## src/rtl/irq_trap_ctrl.sv

```systemverilog
// Machine-mode external-interrupt and trap-return sequencer.
// Synchronizes ext_irq into meip, and when the interrupt is enabled and a real
// instruction is available it saves the return PC, writes mepc/mcause, updates
// mstatus through the CSR side-ports and redirects fetch to the mtvec target.
// MRET in IDLE redirects to mepc and restores mstatus in the same cycle.
module irq_trap_ctrl #(
  parameter int DATA_W      = 32,
  parameter int SYNC_STAGES = 2,
  parameter int IRQ_CODE    = 11
) (
  input  logic              clk,
  input  logic              rst,
  input  logic              ext_irq,
  input  logic              mstatus_mie,
  input  logic              mie_meie,
  input  logic [DATA_W-1:0] mtvec,
  input  logic [DATA_W-1:0] mepc_in,
  input  logic [DATA_W-1:0] pc_cur,
  input  logic              pc_valid,
  input  logic              stall,
  input  logic              mret,
  output logic              meip,
  output logic              mepc_we,
  output logic [DATA_W-1:0] mepc_wdata,
  output logic              mcause_we,
  output logic [DATA_W-1:0] mcause_wdata,
  output logic              mstatus_trap,
  output logic              mstatus_mret,
  output logic              redirect,
  output logic [DATA_W-1:0] redirect_pc,
  output logic              busy
);

  // Interrupt bit set plus the exception code in the low bits.
  localparam logic [DATA_W-1:0] MCAUSE_VAL = {1'b1, (DATA_W-1)'(IRQ_CODE)};
  // Vectored-mode offset from the trap base for this interrupt.
  localparam logic [DATA_W-1:0] VEC_OFF    = DATA_W'(4 * IRQ_CODE);

  typedef enum logic [1:0] {
    ST_IDLE  = 2'd0,
    ST_WAIT  = 2'd1,
    ST_SAVE  = 2'd2,
    ST_REDIR = 2'd3
  } state_t;

  state_t                 state_r;
  state_t                 state_nxt_s;
  logic [SYNC_STAGES-1:0] sync_r;
  logic [DATA_W-1:0]      epc_r;
  logic                   epc_load_s;
  logic                   irq_en_s;
  logic                   take_s;
  logic                   mret_fire_s;
  logic [DATA_W-1:0]      tvec_base_s;
  logic [DATA_W-1:0]      tvec_target_s;

  assign meip = sync_r[SYNC_STAGES-1];

  // Shift the asynchronous request through the synchronizer chain.
  always_ff @(posedge clk) begin
    if (rst) begin
      sync_r <= '0;
    end else begin
      sync_r <= {sync_r[SYNC_STAGES-2:0], ext_irq};
    end
  end

  // Request is pending and enabled; WAIT re-checks only this part.
  assign irq_en_s = meip & mstatus_mie & mie_meie;
  assign take_s   = irq_en_s & pc_valid;

  // MRET is honoured only from IDLE; while a trap is in flight the redirect flushes it.
  assign mret_fire_s = (state_r == ST_IDLE) & mret & ~stall & ~rst;

  // Modes 2 and 3 fall back to direct; only mode 1 adds the vector offset.
  assign tvec_base_s   = {mtvec[DATA_W-1:2], 2'b00};
  assign tvec_target_s = (mtvec[1:0] == 2'b01) ? (tvec_base_s + VEC_OFF) : tvec_base_s;

  // State register and saved return PC.
  always_ff @(posedge clk) begin
    if (rst) begin
      state_r <= ST_IDLE;
      epc_r   <= '0;
    end else begin
      state_r <= state_nxt_s;
      if (epc_load_s) begin
        epc_r <= pc_cur;
      end else begin
        epc_r <= epc_r;
      end
    end
  end

  // Next-state selection and return-PC capture.
  always_comb begin
    state_nxt_s = state_r;
    epc_load_s  = 1'b0;
    case (state_r)
      ST_IDLE: begin
        if (mret_fire_s) begin
          state_nxt_s = ST_IDLE;
        end else if (take_s && !stall) begin
          epc_load_s  = 1'b1;
          state_nxt_s = ST_SAVE;
        end else if (take_s) begin
          state_nxt_s = ST_WAIT;
        end else begin
          state_nxt_s = ST_IDLE;
        end
      end
      ST_WAIT: begin
        if (!irq_en_s) begin
          state_nxt_s = ST_IDLE;
        end else if (!stall && pc_valid) begin
          epc_load_s  = 1'b1;
          state_nxt_s = ST_SAVE;
        end else begin
          state_nxt_s = ST_WAIT;
        end
      end
      ST_SAVE: begin
        state_nxt_s = ST_REDIR;
      end
      ST_REDIR: begin
        state_nxt_s = ST_IDLE;
      end
      default: begin
        state_nxt_s = ST_IDLE;
      end
    endcase
  end

  // Side-port pulses and redirect, decoded from the registered state.
  always_comb begin
    mepc_we      = 1'b0;
    mepc_wdata   = '0;
    mcause_we    = 1'b0;
    mcause_wdata = '0;
    mstatus_trap = 1'b0;
    mstatus_mret = 1'b0;
    redirect     = 1'b0;
    redirect_pc  = '0;
    busy         = (state_r != ST_IDLE);
    case (state_r)
      ST_IDLE: begin
        if (mret_fire_s) begin
          redirect     = 1'b1;
          redirect_pc  = mepc_in;
          mstatus_mret = 1'b1;
        end else begin
          redirect     = 1'b0;
        end
      end
      ST_SAVE: begin
        mepc_we      = 1'b1;
        mepc_wdata   = epc_r;
        mcause_we    = 1'b1;
        mcause_wdata = MCAUSE_VAL;
        mstatus_trap = 1'b1;
      end
      ST_REDIR: begin
        redirect    = 1'b1;
        redirect_pc = tvec_target_s;
      end
      default: begin
        redirect = 1'b0;
      end
    endcase
  end

endmodule

```

## config.mk

```make
export PLATFORM = sky130hd
export DESIGN_NAME = irq_trap_ctrl
export DESIGN_NICKNAME = d
export VERILOG_FILES = /design/src/rtl/irq_trap_ctrl.sv
export SDC_FILE = /design/constraint.sdc
export NUM_CORES = 1
export LEC_CHECK = 0
export ABC_AREA = 1
export BUFFER_PORTS_ARGS = -buffer_cell sky130_fd_sc_hd__clkbuf_2
export CAP_MARGIN = 20
export CORE_MARGIN = 10
export CORE_UTILIZATION = 44
export CTS_BUF_LIST = sky130_fd_sc_hd__clkbuf_4 sky130_fd_sc_hd__clkbuf_8
export CTS_CLUSTER_SIZE = 12
export DETAILED_ROUTE_END_ITERATION = 8
export GPL_TIMING_DRIVEN = 0
export MAX_ROUTING_LAYER = met4
export PLACE_DENSITY = 0.87
export SYNTH_ARGS = -nofsm -noshare
export SYNTH_HDL_FRONTEND = slang
export SYNTH_SLANG_ARGS = --single-unit
```

## constraint.sdc

```tcl
create_clock -name clk -period 2.1 [get_ports clk]
set_clock_uncertainty 0.15 [all_clocks]
set_input_delay 0.21 -clock clk [delete_from_list [all_inputs] [get_ports clk]]
set_output_delay 0.21 -clock clk [all_outputs]
set_load 0.02 [all_outputs]
```

==> metrics, run 1 <==
Hold Vio Cnt, Final=0; worst r2r path cells=7; synthesized instance count=556; area of the multi-input gates=roughly 2100 µm²; hold path startpoint=pc_cur[5]; CTS Buffer Depth=2; Power per Cell Area=323.0 nW/µm²; Fmax achieved=468.5 MHz; Worst Path Arrival=between 1.5 and 2 ns; Post-synth ARST share=0; initial DRC count=281; io pins=just over 200; Max FO, Critical Path=6; Post-DRT Antenna Nets=0; Final nets=a little over 900; Non-Filler Instances=~900; Via density=5.075; Reg clk slew, reported paths=approximately 0.080 ns; final setup violation count=5; most common cell in the synthesized netlist=nand2_1; CP Launch Type=flop; Detailed Place HPWL=roughly 10,000 µm; Initial Utilization=0.4483; die area=about 11,000 µm²; Seq/Total Area, Yosys=0.2228; synth cell count leaders=nand2_1, inv_1, nand3_1; Num CTS Buffers=5; Pins Over Slew Limit=0; xor/xnor share of the synthesized area=0; TNS Setup=-0.08441 ns; status=finished, violations left; total number of vias=around 4.6k; worst r2r src=state_r[1]; Yosys top cell by area=dfxtp_1; worst skew pair latency=~0.29 ns; GP Congestion=approximately 1.0; VDD IR-drop max=a little under 0.4 mV; Synth Area in Simple Gates=0.4193; largest net degree at the start of global routing=15; Leakage Power=~0.0029 µW; multiplexer share of the synthesized area=0; Port Buf Inserts=176; CTS Sinks=36; ANT cells=0; Place WS=-0.3742 ns; post-synth top area share=0.2228; Crit Path Category=flop to output port; total wire length=approximately 14,000 µm; CP Data Required Time=roughly 1.7 ns; RSZ-0062 raised after global routing=yes; Hold EP=epc_r[5]; main combinational cell family by area after synthesis=simple AND/OR/NAND/NOR gates; Netlist Area Pre-Place=3234 µm²; Setup crit end kind=output port; # placed instances=858; number of max-cap violations=0; area growth from synthesis to layout=63.52%; Register Area=roughly 720 µm²; flops & latches, synth=36; Area contributors post-synth=dfxtp_1, nand2_1, buf_4; DRC viols=0; Fillers=549; Die Ht=~110 µm; hold path cells=3; TritonCTS clock tree=done; DIE WIDTH=105.7 µm; root buffer cell=clkbuf_8; r2r setup slk=0.23 ns; Core Region=between 7000 and 8000 µm²; initial antenna violation count=0; fin area=5289 µm²; Cell variety after synth=31; Worst R2R End=epc_r[6]; grt ovf=0; syn_area_per_cell=a little under 6 µm²; drt pass-1 iters=5; main flop type after synthesis=dfxtp_1; number of core rows=31; Post-synth EDFFs=0; fin crit period=2.135 ns; crit share post-route=1.016; first-pass GRT wire length=~22,000 µm; Final WS setup=-0.03462 ns; Hold WC Path Type=input pin to flop; Synth Area in Compound Gates=0.1219; Adder-Cell Fraction of Synth Area=0.02321; H-tree lvl count=2; Placed Area=roughly 4400 µm²; vias in the first global route=roughly 4.5k; global-route usage over all layers=0.2383; failing checks=setup timing; Syn. warnings=0; drt wl/cell=15.85 µm; layout cells sized above 1=0.4124
==> worst max-delay path, cell delays in order (launching register included) <==
cell and delay (ns):
dfxtp_2 0.35, inv_2 0.06, ha_4 0.15, and3_4 0.18, inv_6 0.06, nor2_4 0.03, buf_12 0.13, buf_8 0.13
a32o_2 0.24, buf_8 0.13
==> flip-flops by register name, summed over array words and instances, names as in the netlist <==
name / flops
sync_r: 2
state_r: 2
epc_r: 32
==> worst max path at each step <==
stage | cells past startpoint | end | start | slack (ns)
after floorplan | 8 | redirect_pc[18] | state_r[0] | -0.03
after global placement | 9 | redirect_pc[21] | state_r[0] | -0.35
after detailed placement | 9 | redirect_pc[21] | state_r[0] | -0.37
after CTS | 9 | redirect_pc[14] | state_r[1] | -0.06
after global routing | 10 | redirect_pc[14] | state_r[0] | -0.07
final | 9 | redirect_pc[5] | state_r[0] | -0.03
==> stage by stage <==
stage / utilization / total power (µW) / hold WS (ns)
after floorplan: - / 939.6 / 0.1670
after global placement: 0.6048 / 1102 / 0.2408
after detailed placement: 0.6048 / 1107 / 0.2490
after CTS: 0.7138 / 1677 / 0.0004275
after global routing: 0.7331 / 1770 / 0.01647
final: 0.7331 / 1708 / 0.003373
==> final cells by class <==
class	count	share of cell area
Inverter	75	0.05418
Buffer	58	0.08351
Clock inverter	3	0.003549
Tap cell	99	0.02342
Clock buffer	5	0.01301
Multi-Input combinational cell	413	0.4012
Sequential cell	36	0.1367
Timing Repair Buffer	215	0.2844
==> cells by family (layout without fill, tap and decap cells) <==
family	count (synthesis)	after routing
adder cells (fa/ha/maj)	6	6
flip-flops	36	36
other	1	28
AND/OR/NAND/NOR	306	306
AO/OA/AOI/OAI	73	73
buffers and inverters	134	356
==> repair_timing <==
action	CTS	global route
cloned	3	1
resized for setup	120	40
hold buffers	21	0
buffers inserted	8	6
endpoints found under the hold margin	25	0
pin swaps	17	11
endpoints found under the setup margin	62	44
==> where the power goes <==
| group | internal (µW) | switching [µW] |
|---|---|---|
| combinational | 237 | 292 |
| clock | 231 | 260 |
| sequential | 687 | 2.08 |
==> layer usage <==
| metal | wire length [µm] | track usage | part of all wire |
|---|---|---|---|
| met1 | 5410 | 0.2500 | 0.38 |
| met2 | 7128 | 0.4249 | 0.50 |
| met3 | 1360 | 0.05420 | 0.095 |
| met4 | 425 | 0.08994 | 0.030 |
| met5 | 0 | - | 0 |
==> cells in the final DEF, fill, tap and decap left out, drive strengths merged, types with 3 or more instances in the layout <==
cell type,instances
nor3,4
nand4,13
nand3b,3
a32o,3
clkinv,3
clkbuf,180
nand3,65
nand2,177
dfxtp,36
ha,6
a21oi,45
o21ai,19
inv,75
conb,28
nor2,41
buf,77
o21bai,4
dlygate4sd3,21
Note: power is estimated with default switching activity, not from simulation.
==> inputs of run 2 (changes only) <==
--- a/config.mk
+++ b/config.mk
@@ -5,7 +5,6 @@
 export SDC_FILE = /design/constraint.sdc
 export NUM_CORES = 1
 export LEC_CHECK = 0
-export ABC_AREA = 1
 export BUFFER_PORTS_ARGS = -buffer_cell sky130_fd_sc_hd__clkbuf_2
 export CAP_MARGIN = 20
 export CORE_MARGIN = 10
@@ -15,7 +14,8 @@
 export DETAILED_ROUTE_END_ITERATION = 8
 export GPL_TIMING_DRIVEN = 0
 export MAX_ROUTING_LAYER = met4
-export PLACE_DENSITY = 0.87
+export PLACE_DENSITY = 0.88
+export RECOVER_POWER = 25
 export SYNTH_ARGS = -nofsm -noshare
 export SYNTH_HDL_FRONTEND = slang
 export SYNTH_SLANG_ARGS = --single-unit
==> metrics, run 2 <==
switching power=543.6 µW (was 554.1 µW); DRC viols=0 (unchanged); Gate power share=0.293 (was 0.309); die area=10,830 µm² (was 11,180 µm²); Final nets=788 (was 914); global-route usage over all layers=0.2433 (was 0.2383); Via density=5.659 (was 5.075); max FFs per register=32 (unchanged); Netlist Area Pre-Place=3109 µm² (was 3234 µm²); total wire length=14,440 µm (was 14,320 µm); Syn. warnings=0 (unchanged); Detailed Place HPWL=9945 µm (was 10,120 µm); VDD IR-drop max=0.3338 mV (was 0.3885 mV); post-synth top area share=0.2318 (was 0.2228); CTS Buffer Depth=2 (unchanged); # placed instances=735 (was 858); Num CTS Buffers=5 (unchanged); worst skew pair latency=0.29 ns (about the same); fin crit period=2.417 ns (was 2.135 ns); Post-synth EDFFs=0 (unchanged); sequential power share=0.409 (was 0.403); Final WS setup=-0.3166 ns (was -0.03462 ns); Seq/Total Area, Yosys=0.2318 (was 0.2228); Placed Area=4262 µm² (was 4363 µm²); commonest cells after routing, fill and taps aside=clkbuf_2, buf_4, nand3_1 (was clkbuf_2, nand2_1, inv_1); Crit Path Category=flop to output port (unchanged); final setup violation count=61 (was 5); largest net degree at the start of global routing=14 (was 15); Hold WC Path Type=input pin to flop (unchanged); first-pass GRT wire length=21,920 µm (was 21,800 µm); Post-DRT Antenna Nets=0 (unchanged); Cell variety after synth=47 (was 31); Die Ht=104.1 µm (was 105.7 µm); cell family with most CP delay=simple AND/OR/NAND/NOR gates (was buffers and inverters); GP Congestion=0.8981 (was 1.017); CTS Sinks=36 (unchanged); number of max-cap violations=0 (unchanged); synth cell count leaders=nand3_1, o21ai_0, a21oi_1, dfxtp_1, and2_1 (was nand2_1, inv_1, nand3_1); sw frac=0.3232 (was 0.3243); vias in the first global route=4,263 (was 4,535); area growth from synthesis to layout=66.28% (was 63.52%); Core Region=6832 µm² (was 7214 µm²); io pins=207 (unchanged); P_int=1138 µW (was 1154 µW); Buf/Inv on CP=4 (was 5); Worst Path Arrival=2.06 ns (was 1.77 ns); H-tree lvl count=2 (unchanged); Hold Vio Cnt, Final=0 (unchanged); synthesized instance count=437 (was 556); Leakage Power=0.002483 µW (was 0.002937 µW); Area contributors post-synth=dfxtp_1, nand3_1, buf_4 (was dfxtp_1, nand2_1, buf_4); syn_area_per_cell=7.115 µm² (was 5.817 µm²); largest stage delay on the critical path=0.36 ns (was 0.35 ns); Top Registers=epc_r (32), state_r (2), sync_r (2) (unchanged); grt ovf=0 (unchanged); final core utilization=0.7568 (was 0.7331); Fmax achieved=413.8 MHz (was 468.5 MHz); DIE WIDTH=104.1 µm (was 105.7 µm); most common cell in the synthesized netlist=nand3_1 (was nand2_1); crit share post-route=1.151 (was 1.016); initial antenna violation count=0 (unchanged); Non-Filler Instances=775 (was 904); fin area=5170 µm² (was 5289 µm²); Crit-path slowest cell=dfxtp_2 (unchanged); failing checks=setup timing (unchanged); Pins Over Slew Limit=0 (unchanged); drt pass-1 iters=5 (unchanged); drt wl/cell=18.64 µm (was 15.85 µm); Reg clk slew, reported paths=0.08 ns (about the same); Port Buf Inserts=175 (was 176); main flop type after synthesis=dfxtp_1 (unchanged); most used cell, CP=buf_8 (unchanged); layout cells sized above 1=0.4374 (was 0.4124); TritonCTS clock tree=done (unchanged); initial DRC count=307 (was 281); CP cell instances=inv_2 -> ha_4 -> nand2b_4 -> buf_8 -> clkbuf_16 -> nor4b_4 -> nand3_1 -> nand3_2 -> buf_8 (was inv_2 -> ha_4 -> and3_4 -> inv_6 -> nor2_4 -> buf_12 -> buf_8 -> a32o_2 -> buf_8); flops & latches, synth=36 (unchanged); CP Launch Type=flop (unchanged); Max FO, Critical Path=6 (unchanged); status=finished, violations left (unchanged); commonest non-fill, non-tap cell in the layout=clkbuf_2 (unchanged); root buffer cell=clkbuf_8 (unchanged); Post-synth ARST share=0 (unchanged); Slew headroom=0.4256; Top reg by flops=epc_r (unchanged); Power per Cell Area=325.3 nW/µm² (was 323.0 nW/µm²); total number of vias=4,386 (was 4,588); Slew @ Worst Pin=roughly 0.86 ns; Setup crit end kind=output port (unchanged); ANT cells=0 (unchanged); number of core rows=30 (was 31); Yosys top cell by area=dfxtp_1 (unchanged); CP Data Required Time=1.74 ns (about the same); Initial Utilization=0.4551 (was 0.4483); RSZ-0062 raised after global routing=yes (unchanged); clock share of power=0.298 (was 0.288)
-- run 2: cell type report --
class	count	area, µm²
inverter	7	26.28
tap	96	120.1
fill	499	1662
multi-input combinational	352	2322
clock inverter	3	18.77
buffer	68	513.0
timing repair buffer	208	1378
clock buffer	5	68.82
sequential	36	723.2
-- run 2: cells by family (layout without fill, tap and decap cells) --
group                    after synthesis  after routing  share of synthesized area
AO/OA/AOI/OAI                        120            120                     0.2370
XOR/XNOR                               9              9                    0.02535
adder cells (fa/ha/maj)                6              6                    0.02414
buffers and inverters                 76            291                     0.1356
flip-flops                            36             36                     0.2318
multiplexers                           2              2                   0.006841
other                                  1             28                   0.001206
AND/OR/NAND/NOR                      187            187                     0.3380
-- run 2: metal layers --
metal  global-route usage  up-vias  wire length (µm)
met5                    -        -                 0
met4              0.06958        0               459
met3              0.05948       48              1515
met2               0.4297      334              7328
met1               0.2639     1984              5140
li1                     -     2020                 -
-- run 2: worst min-delay path, cell delays in order --
cell and delay (ns):
clkbuf_2 0.08, nand3_1 0.05, a21oi_1 0.06
-- run 2: per-stage QoR --
stage               total power (µW)  setup slack [ns]  hold slack (ns)  TNS (ns)
global route                    1748           -0.3986         0.009350    -17.95
floorplan                      919.5          -0.01421           0.1882  -0.01421
global placement                1083           -0.5050           0.2736    -12.58
CTS                             1644           -0.3053        0.0002681    -9.389
finish                          1682           -0.3166         0.005681    -10.21
detailed placement              1089           -0.5425           0.2759    -14.85
-- run 2: path summary, 6_finish.rpt --
| kind | start | end | slack (ns) | cells after the start |
|---|---|---|---|---|
| min reg2reg | sync_r[0] | sync_r[1] | 0.30 | 1 |
| min | pc_cur[27] | epc_r[27] | 0.006 | 3 |
| max | state_r[0] | redirect_pc[28] | -0.32 | 9 |
| max reg2reg | state_r[0] | epc_r[9] | -0.04 | 8 |
-- run 2: power by group through the flow --
stage	Combinational, µW	Sequential, µW	Clock [µW]
after CTS	452	688	504
after global routing	525	689	534
after detailed placement	385	704	0
after floorplan	215	704	0
final	493	688	500
after global placement	379	704	0
-- run 2: repair_timing --
action / 4_1_cts / 5_1_grt
cloned: 5 / 0
hold endpoints to repair: 14 / 0
buffers inserted: 9 / 6
hold buffers: 14 / 0
resized for setup: 94 / 70
endpoints found under the setup margin: 93 / 93
pin swaps: 10 / 12
